## src/rtl/cbus_arbiter_if.sv

```systemverilog
// CBus request/response types and the grouped arbiter port interface
// (upstream request/response arrays plus the single downstream port).
package cbus_pkg;
   localparam logic [3:0] MLEN16 = 4'd15;

   typedef struct packed {
      logic        valid;
      logic        is_write;
      logic [2:0]  size;
      logic [31:0] addr;
      logic [7:0]  strobe;
      logic [63:0] data;
      logic [3:0]  len;
      logic [1:0]  burst;
   } cbus_req_t;

   typedef struct packed {
      logic        ready;
      logic        last;
      logic [63:0] data;
   } cbus_resp_t;
endpackage

interface cbus_arbiter_if #(parameter int NUM_MASTERS = 2);
   import cbus_pkg::*;

   cbus_req_t  ireqs  [NUM_MASTERS];
   cbus_resp_t iresps [NUM_MASTERS];
   cbus_req_t  oreq;
   cbus_resp_t oresp;

   modport slave  (input ireqs, input oresp, output iresps, output oreq);
   modport master (output ireqs, output oresp, input iresps, input oreq);
endinterface

```

## src/rtl/cbus_arbiter.sv

```systemverilog
// CBus arbiter: holds a grant for a whole burst, releases on ready && last.
// Define CBUS_ARB_RR_EN for round-robin selection; otherwise lowest index wins.
module cbus_arbiter
   import cbus_pkg::*;
#(
   parameter int NUM_MASTERS = 2
) (
   input  logic           clk,
   input  logic           reset,
   cbus_arbiter_if.slave  bus
);

   localparam int IW = (NUM_MASTERS > 1) ? $clog2(NUM_MASTERS) : 1;

   localparam logic ST_IDLE = 1'b0;
   localparam logic ST_BUSY = 1'b1;

   logic          busy_q, busy_d;
   logic [IW-1:0] index_q, index_d;
   logic          any_valid;
   logic [IW-1:0] winner;
   logic          burst_done;

   assign burst_done = bus.oresp.ready && bus.oresp.last;

`ifdef CBUS_ARB_RR_EN
   logic [IW-1:0] rr_ptr_q, rr_ptr_d;

   // Scan from farthest to nearest after rr_ptr so the nearest valid master wins.
   always_comb begin
      int cand;
      any_valid = 1'b0;
      winner    = '0;
      cand      = 0;
      for (int k = NUM_MASTERS; k >= 1; k--) begin
         cand = (int'(rr_ptr_q) + k) % NUM_MASTERS;
         if (bus.ireqs[cand].valid) begin
            any_valid = 1'b1;
            winner    = IW'(cand);
         end
      end
   end

   always_comb begin
      rr_ptr_d = rr_ptr_q;
      if (busy_q == ST_BUSY && burst_done)
         rr_ptr_d = index_q;
   end

   always_ff @(posedge clk) begin
      if (reset)
         rr_ptr_q <= IW'(NUM_MASTERS - 1);
      else
         rr_ptr_q <= rr_ptr_d;
   end
`else
   always_comb begin
      any_valid = 1'b0;
      winner    = '0;
      for (int m = NUM_MASTERS - 1; m >= 0; m--) begin
         if (bus.ireqs[m].valid) begin
            any_valid = 1'b1;
            winner    = IW'(m);
         end
      end
   end
`endif

   always_comb begin
      busy_d  = busy_q;
      index_d = index_q;
      case (busy_q)
         ST_IDLE: begin
            if (any_valid) begin
               busy_d  = ST_BUSY;
               index_d = winner;
            end
         end
         default: begin
            if (burst_done)
               busy_d = ST_IDLE;
         end
      endcase
   end

   always_ff @(posedge clk) begin
      if (reset) begin
         busy_q  <= ST_IDLE;
         index_q <= '0;
      end else begin
         busy_q  <= busy_d;
         index_q <= index_d;
      end
   end

   // Outputs depend only on registered grant plus live bus data, never on other requests.
   always_comb begin
      bus.oreq = '0;
      for (int i = 0; i < NUM_MASTERS; i++)
         bus.iresps[i] = '0;
      if (busy_q == ST_BUSY) begin
         bus.oreq            = bus.ireqs[index_q];
         bus.iresps[index_q] = bus.oresp;
      end
   end

   granted_valid_held: assert property (@(posedge clk) disable iff (reset)
      (busy_q == ST_BUSY) |-> bus.ireqs[index_q].valid);

endmodule

```

## src/flat_wrapper.sv

```systemverilog
// flat-port wrapper written by rule: the top's interface ports become plain ports
module cbus_arbiter_flat import cbus_pkg::*;
#(
   parameter int NUM_MASTERS = 2
)
  (clk, reset, bus_ireqs, bus_oresp, bus_iresps, bus_oreq);
  cbus_arbiter_if #(.NUM_MASTERS(NUM_MASTERS)) bus_i ();
  input  logic clk;
  input  logic reset;
  input wire logic [$bits(bus_i.ireqs)-1:0] bus_ireqs;
  input wire logic [$bits(bus_i.oresp)-1:0] bus_oresp;
  output wire logic [$bits(bus_i.iresps)-1:0] bus_iresps;
  output wire logic [$bits(bus_i.oreq)-1:0] bus_oreq;
  assign bus_i.ireqs = {>>{bus_ireqs}};
  assign bus_i.oresp = bus_oresp;
  assign bus_iresps = {>>{bus_i.iresps}};
  assign bus_oreq = bus_i.oreq;
  cbus_arbiter #(.NUM_MASTERS(NUM_MASTERS)) u_core (.clk(clk), .reset(reset), .bus(bus_i));
endmodule
```

## config.mk

```make
export PLATFORM = sky130hd
export DESIGN_NAME = cbus_arbiter_flat
export DESIGN_NICKNAME = d
export VERILOG_FILES = /design/src/rtl/cbus_arbiter_if.sv /design/src/rtl/cbus_arbiter.sv /design/src/flat_wrapper.sv
export SDC_FILE = /design/constraint.sdc
export NUM_CORES = 1
export LEC_CHECK = 0
export CORE_AREA = 3 3 213 215
export CTS_BUF_LIST = sky130_fd_sc_hd__clkbuf_8
export CTS_CLUSTER_DIAMETER = 200
export DETAILED_ROUTE_END_ITERATION = 7
export DIE_AREA = 0 0 216 218
export GPL_TIMING_DRIVEN = 0
export PLACE_DENSITY = 0.38
export SLEW_MARGIN = 10
export SYNTH_ARGS = -nofsm -noshare
export SYNTH_HDL_FRONTEND = slang
export SYNTH_SLANG_ARGS = --single-unit
export TNS_END_PERCENT = 5
```

## constraint.sdc

```tcl
create_clock -name clk -period 2.7 [get_ports clk]
set_clock_uncertainty 0.1 [all_clocks]
set_input_delay 0.54 -clock clk [delete_from_list [all_inputs] [get_ports clk]]
set_output_delay 0.54 -clock clk [all_outputs]
set_load 0.1 [all_outputs]
```

## After elaboration in Yosys (flattened, before gate mapping)

Index checks and enable logic that the tools add are counted.

- Muxes and demuxes: 13
- Add/sub/neg operators: 0
- Shifts and indexed selects: 0
- Equal/unequal tests: 0
- Bitwise logic cells: 3
- Multipliers: 0
- Reduce and logical (&&, ||, !) cells: 3
- Divide/modulo/power cells: 0
- Magnitude comparators: 2

Operators by type and width:

| kind | number |
|---|---|
| 115-bit 2-to-1 mux | 4 |
| 132-bit AND | 1 |
| 132-bit 2-to-1 mux | 1 |
| 66-bit demux with 1-bit select | 1 |
| 66-bit 2-to-1 mux | 1 |
| 1-bit 2-to-1 mux | 6 |
| 2-bit greater-or-equal comparator, second input constant | 1 |
| 1-bit logical AND | 2 |
| 2-bit by 1-bit < comparator with 1-bit output, second input constant | 1 |
| 1-bit NOT with 2-bit output | 1 |
| 2-bit AND reduction | 1 |
| 1-bit NOT | 1 |

- Bits in registers: 2
- Bits in writable memories: 0
- Input bits: 298
- Output and inout bits: 247
- Latch bits: 0
- Memories kept: 0
- Word-level logic and storage cells: 23
- ROM bits: 0

## Depth between registers and ports, before layout

- Depth after elaboration: 7
- Gate-level depth with buffers: 5
- Mapped depth without buffers: 2

## Least setup slack after synthesis

OpenSTA, ideal clock, no wires.

- Path type: register to output
- Start: reg u_core.busy_q
- End: out bus_oreq[100]
- Data required time: 2.060 ns
- Arrival time: 2.092 ns
- Path slack: -0.032 ns
- Buffers on the path: 3
- Cell stages (with the launch flop): 6
- Cells stage by stage: dfxtp_1 buf_2 inv_2 buf_2 buf_2 nor2_1

- Cells in the longest elaborated chain, start to end: 1

RTL lines:

| item | line | text |
|---|---|---|
| from (decl) | cbus_arbiter.sv:18 | `logic busy_q, busy_d;` |
| from (signal assigned) | cbus_arbiter.sv:91 | `busy_q <= busy_d;` |
| 115-bit 2-to-1 mux | cbus_arbiter.sv:101 | `if (busy_q == ST_BUSY) begin` |
| to (decl) | flat_wrapper.sv:13 | `output wire logic [$bits(bus_i.oreq)-1:0] bus_oreq;` |

No other way between the ends.

## Worst setup path in the final report

- Start: reg u_core.busy_q
- End: out bus_oreq[80]

The elaborated chain is that of the path after synthesis.

==> flow_metrics.env <==
export IMPL_max_cap_violations=0
export IMPL_cts_sinks=2
export IMPL_dp_cells=1555
export IMPL_syn_cell_area_sq_um=2760
export IMPL_period_minus_slack_ns=2.73
export IMPL_seq_area_frac_synth=0.0145
export IMPL_die_area_sq_um=47100
export IMPL_cp_arrival_ns=2.09
export IMPL_final_cell_count_no_fill=1558
export IMPL_ir_drop_uv=166
export IMPL_syn_area_per_cell_sq_um=6.59
export IMPL_synthArstFlopShare=0
export IMPL_die_h_microns=218
export IMPL_end_kind="output pin"
export IMPL_final_cell_area_sq_um=8720
export IMPL_start_kind="flip-flop"
export IMPL_drc=0
export IMPL_clk_latency_ns=0.21
export IMPL_synth_area_leaders="mux2i_1 (42%), nor2_1 (16%), and2_1 (15%)"
export IMPL_path_cells="buf_2 -> inv_2 -> buf_4 -> clkbuf_4 -> nor2_1 -> clkdlybuf4s15_2"
export IMPL_synth_cells=419
export IMPL_hpwlAfterDp_microns=21500
export IMPL_seqCellArea_sq_um=40.0
export IMPL_die_x_microns=216
export IMPL_finalSetupTns_ns=-0.0509
export IMPL_synth_most_common_cell="nor2_1"
export IMPL_vias_per_cell=3.27
export IMPL_drt_pass1_iter_count=4
export IMPL_routed_wl_microns=24500
export IMPL_fmax_ghz=0.367
export IMPL_antenna_left=0
export IMPL_layout_drive_gt1_share=0.292
export IMPL_grt_usage=0.0927
export IMPL_multiInputGateArea_sq_um=2450
export IMPL_setup_viol=3
export IMPL_crit_type="flip-flop to output pin"
export IMPL_synth_ff_type="dfxtp_1"
export IMPL_numCtsBuffers=3
export IMPL_wl_per_cell_microns=15.7
export IMPL_cts_buffer_depth=2
export IMPL_cts_root_buf="clkbuf_8"
export IMPL_hold_violations=0
export IMPL_finalCritPeriodShare=1.01
export IMPL_synth_seq_cells=2
export IMPL_rsz0062_at_grt="yes"
export IMPL_cts_tree="yes"
export IMPL_violations="setup timing"
export IMPL_synth_top_cell_by_area="mux2i_1"
export IMPL_p_sw_mw=2.06
export IMPL_routabilityCongestion=0.803
export IMPL_grt_start_max_net_pins=11
export IMPL_fin_ws_ns=-0.0251
export IMPL_hp_class="flip-flop to flip-flop"
export IMPL_crit_slowest_cell="clkdlybuf4s15_2"
export IMPL_status="finished with violations"
export IMPL_synthTopCellsByCount="nor2_1 (117), mux2i_1 (115), and2_1 (65), and3_1 (65), clkbuf_1 (20)"
export IMPL_grt_pass1_wl_microns=33600
export IMPL_grt_pass1_vias=5294
export IMPL_syn_nets=717
export IMPL_syn_to_final_growth_pct=216
export IMPL_hold_buffers=0
export IMPL_slew_violations=0
export IMPL_p_int_mw=0.949
export IMPL_ys_types=17
export IMPL_fillers=5066
export IMPL_p_per_area_nw_per_um2=345
export IMPL_num_io_pins=545
export IMPL_antenna_cells_inserted=0
export IMPL_synth_edff_count=0
export IMPL_ys_warn_count=0
export IMPL_pwr_share_clk=0.039
export IMPL_power_frac_comb=0.950
export IMPL_htreeDepth=1
export IMPL_grt_ovfl_total=0
export IMPL_initial_core_util=0.0629
export IMPL_core_area_sq_um=43900
export IMPL_path_clk_slew_ns=0.03
export IMPL_portBuffers=544
export IMPL_critical_path_max_fanout=10
export IMPL_sw_frac_of_total=0.684
export IMPL_place_area_sq_um=8950
export IMPL_p_leak_nw=3.63
export IMPL_antenna_found_initial=0
export IMPL_fp_row_count=77
export IMPL_cp_data_required_time_ns=2.06
export IMPL_dr_total_vias=5095
export IMPL_fin_nets=1266
export IMPL_netlist_area_leader_share=0.417
export IMPL_max_slew_margin_rel=0.617
export IMPL_worstMarginPinSlew_ns=0.578
export IMPL_dr_first_iter_drc_count=131
export IMPL_power_frac_seq=0.011
export IMPL_postCtsSetupRepairBufs=0
export IMPL_max_stage_delay_ns=0.56
==> final timing paths <==
path                 startpoint              to  slack (ns)  cells after the start
setup / recovery  u_core.busy_q    bus_oreq[80]       -0.03                      6
setup reg to reg  u_core.busy_q  u_core.index_q        1.31                      4
hold reg to reg   u_core.busy_q  u_core.index_q        0.68                      3
hold / removal    u_core.busy_q  u_core.index_q        0.68                      3
==> layer usage <==
layer  GRT usage  part of all wire
met1      0.0924              0.35
met2       0.188              0.54
met3      0.0237             0.087
met4      0.0254             0.023
met5           0                 0
==> power by group through the flow <==
| stage | registers (mW) | logic, mW | clock network, mW |
|---|---|---|---|
| 5_1_grt | 0.0332 | 2.96 | 0.125 |
| 6_report | 0.0330 | 2.86 | 0.118 |
| 4_1_cts | 0.0330 | 2.89 | 0.121 |
| 3_5_place_dp | 0.0333 | 2.96 | 0 |
| 3_3_place_gp | 0.0334 | 2.97 | 0 |
| 2_1_floorplan | 0.0330 | 1.96 | 0 |
==> state kept, by name (all words and copies together) (netlist names) <==
register and flops:
u_core.busy_q 1, u_core.index_q 1
==> worst max-delay path, delay by kind of cell (launching register included) <==
family	cells	cell delay [ns]
buf+inv	5	1.43
flops	1	0.29
simple gates	1	0.12
==> cell usage in the layout (no fill, tap or decap), drive strengths merged, types with 2 or more instances in the layout <==
| master | instances |
|---|---|
| dfxtp | 2 |
| and3 | 65 |
| buf | 103 |
| clkdlybuf4s18 | 24 |
| inv | 2 |
| clkdlybuf4s50 | 297 |
| mux2i | 115 |
| clkbuf | 58 |
| clkdlybuf4s15 | 112 |
| and2 | 65 |
| nor2 | 117 |
==> final cells by class <==
class / instances / share of cell area
clock buffers: 3 / 0.00474
inverters: 2 / 0.000861
multi-input cells: 368 / 0.281
plain buffers: 47 / 0.0322
well taps: 592 / 0.0850
repair buffers: 544 / 0.591
flip-flops and latches: 2 / 0.00459
==> logic make-up after synthesis <==
kind of cell    after synthesis  share of synthesized area
simple gates                251                      0.462
mux                         115                      0.417
buf+inv                      49                      0.101
compound gates                2                    0.00634
flops                         2                     0.0145
==> metrics by stage <==
step                utilization  hold WS [ns]  power [mW]  setup WS (ns)
floorplan                     -         0.518        1.99        -0.0315
global placement          0.204         0.679        3.00         -0.751
detailed placement        0.204         0.707        3.00         -0.773
CTS                       0.204         0.713        3.05         -0.247
global route              0.198         0.736        3.12         -0.152
finish                    0.198         0.682        3.01        -0.0251
==> timing repair <==
item | 4_1_cts | 5_1_grt
gates resized for setup | 880 | 163
hold endpoints to repair | 0 | 0
endpoints found under the setup margin | 247 | 138
No activity file was read; power rests on OpenSTA's default activity.
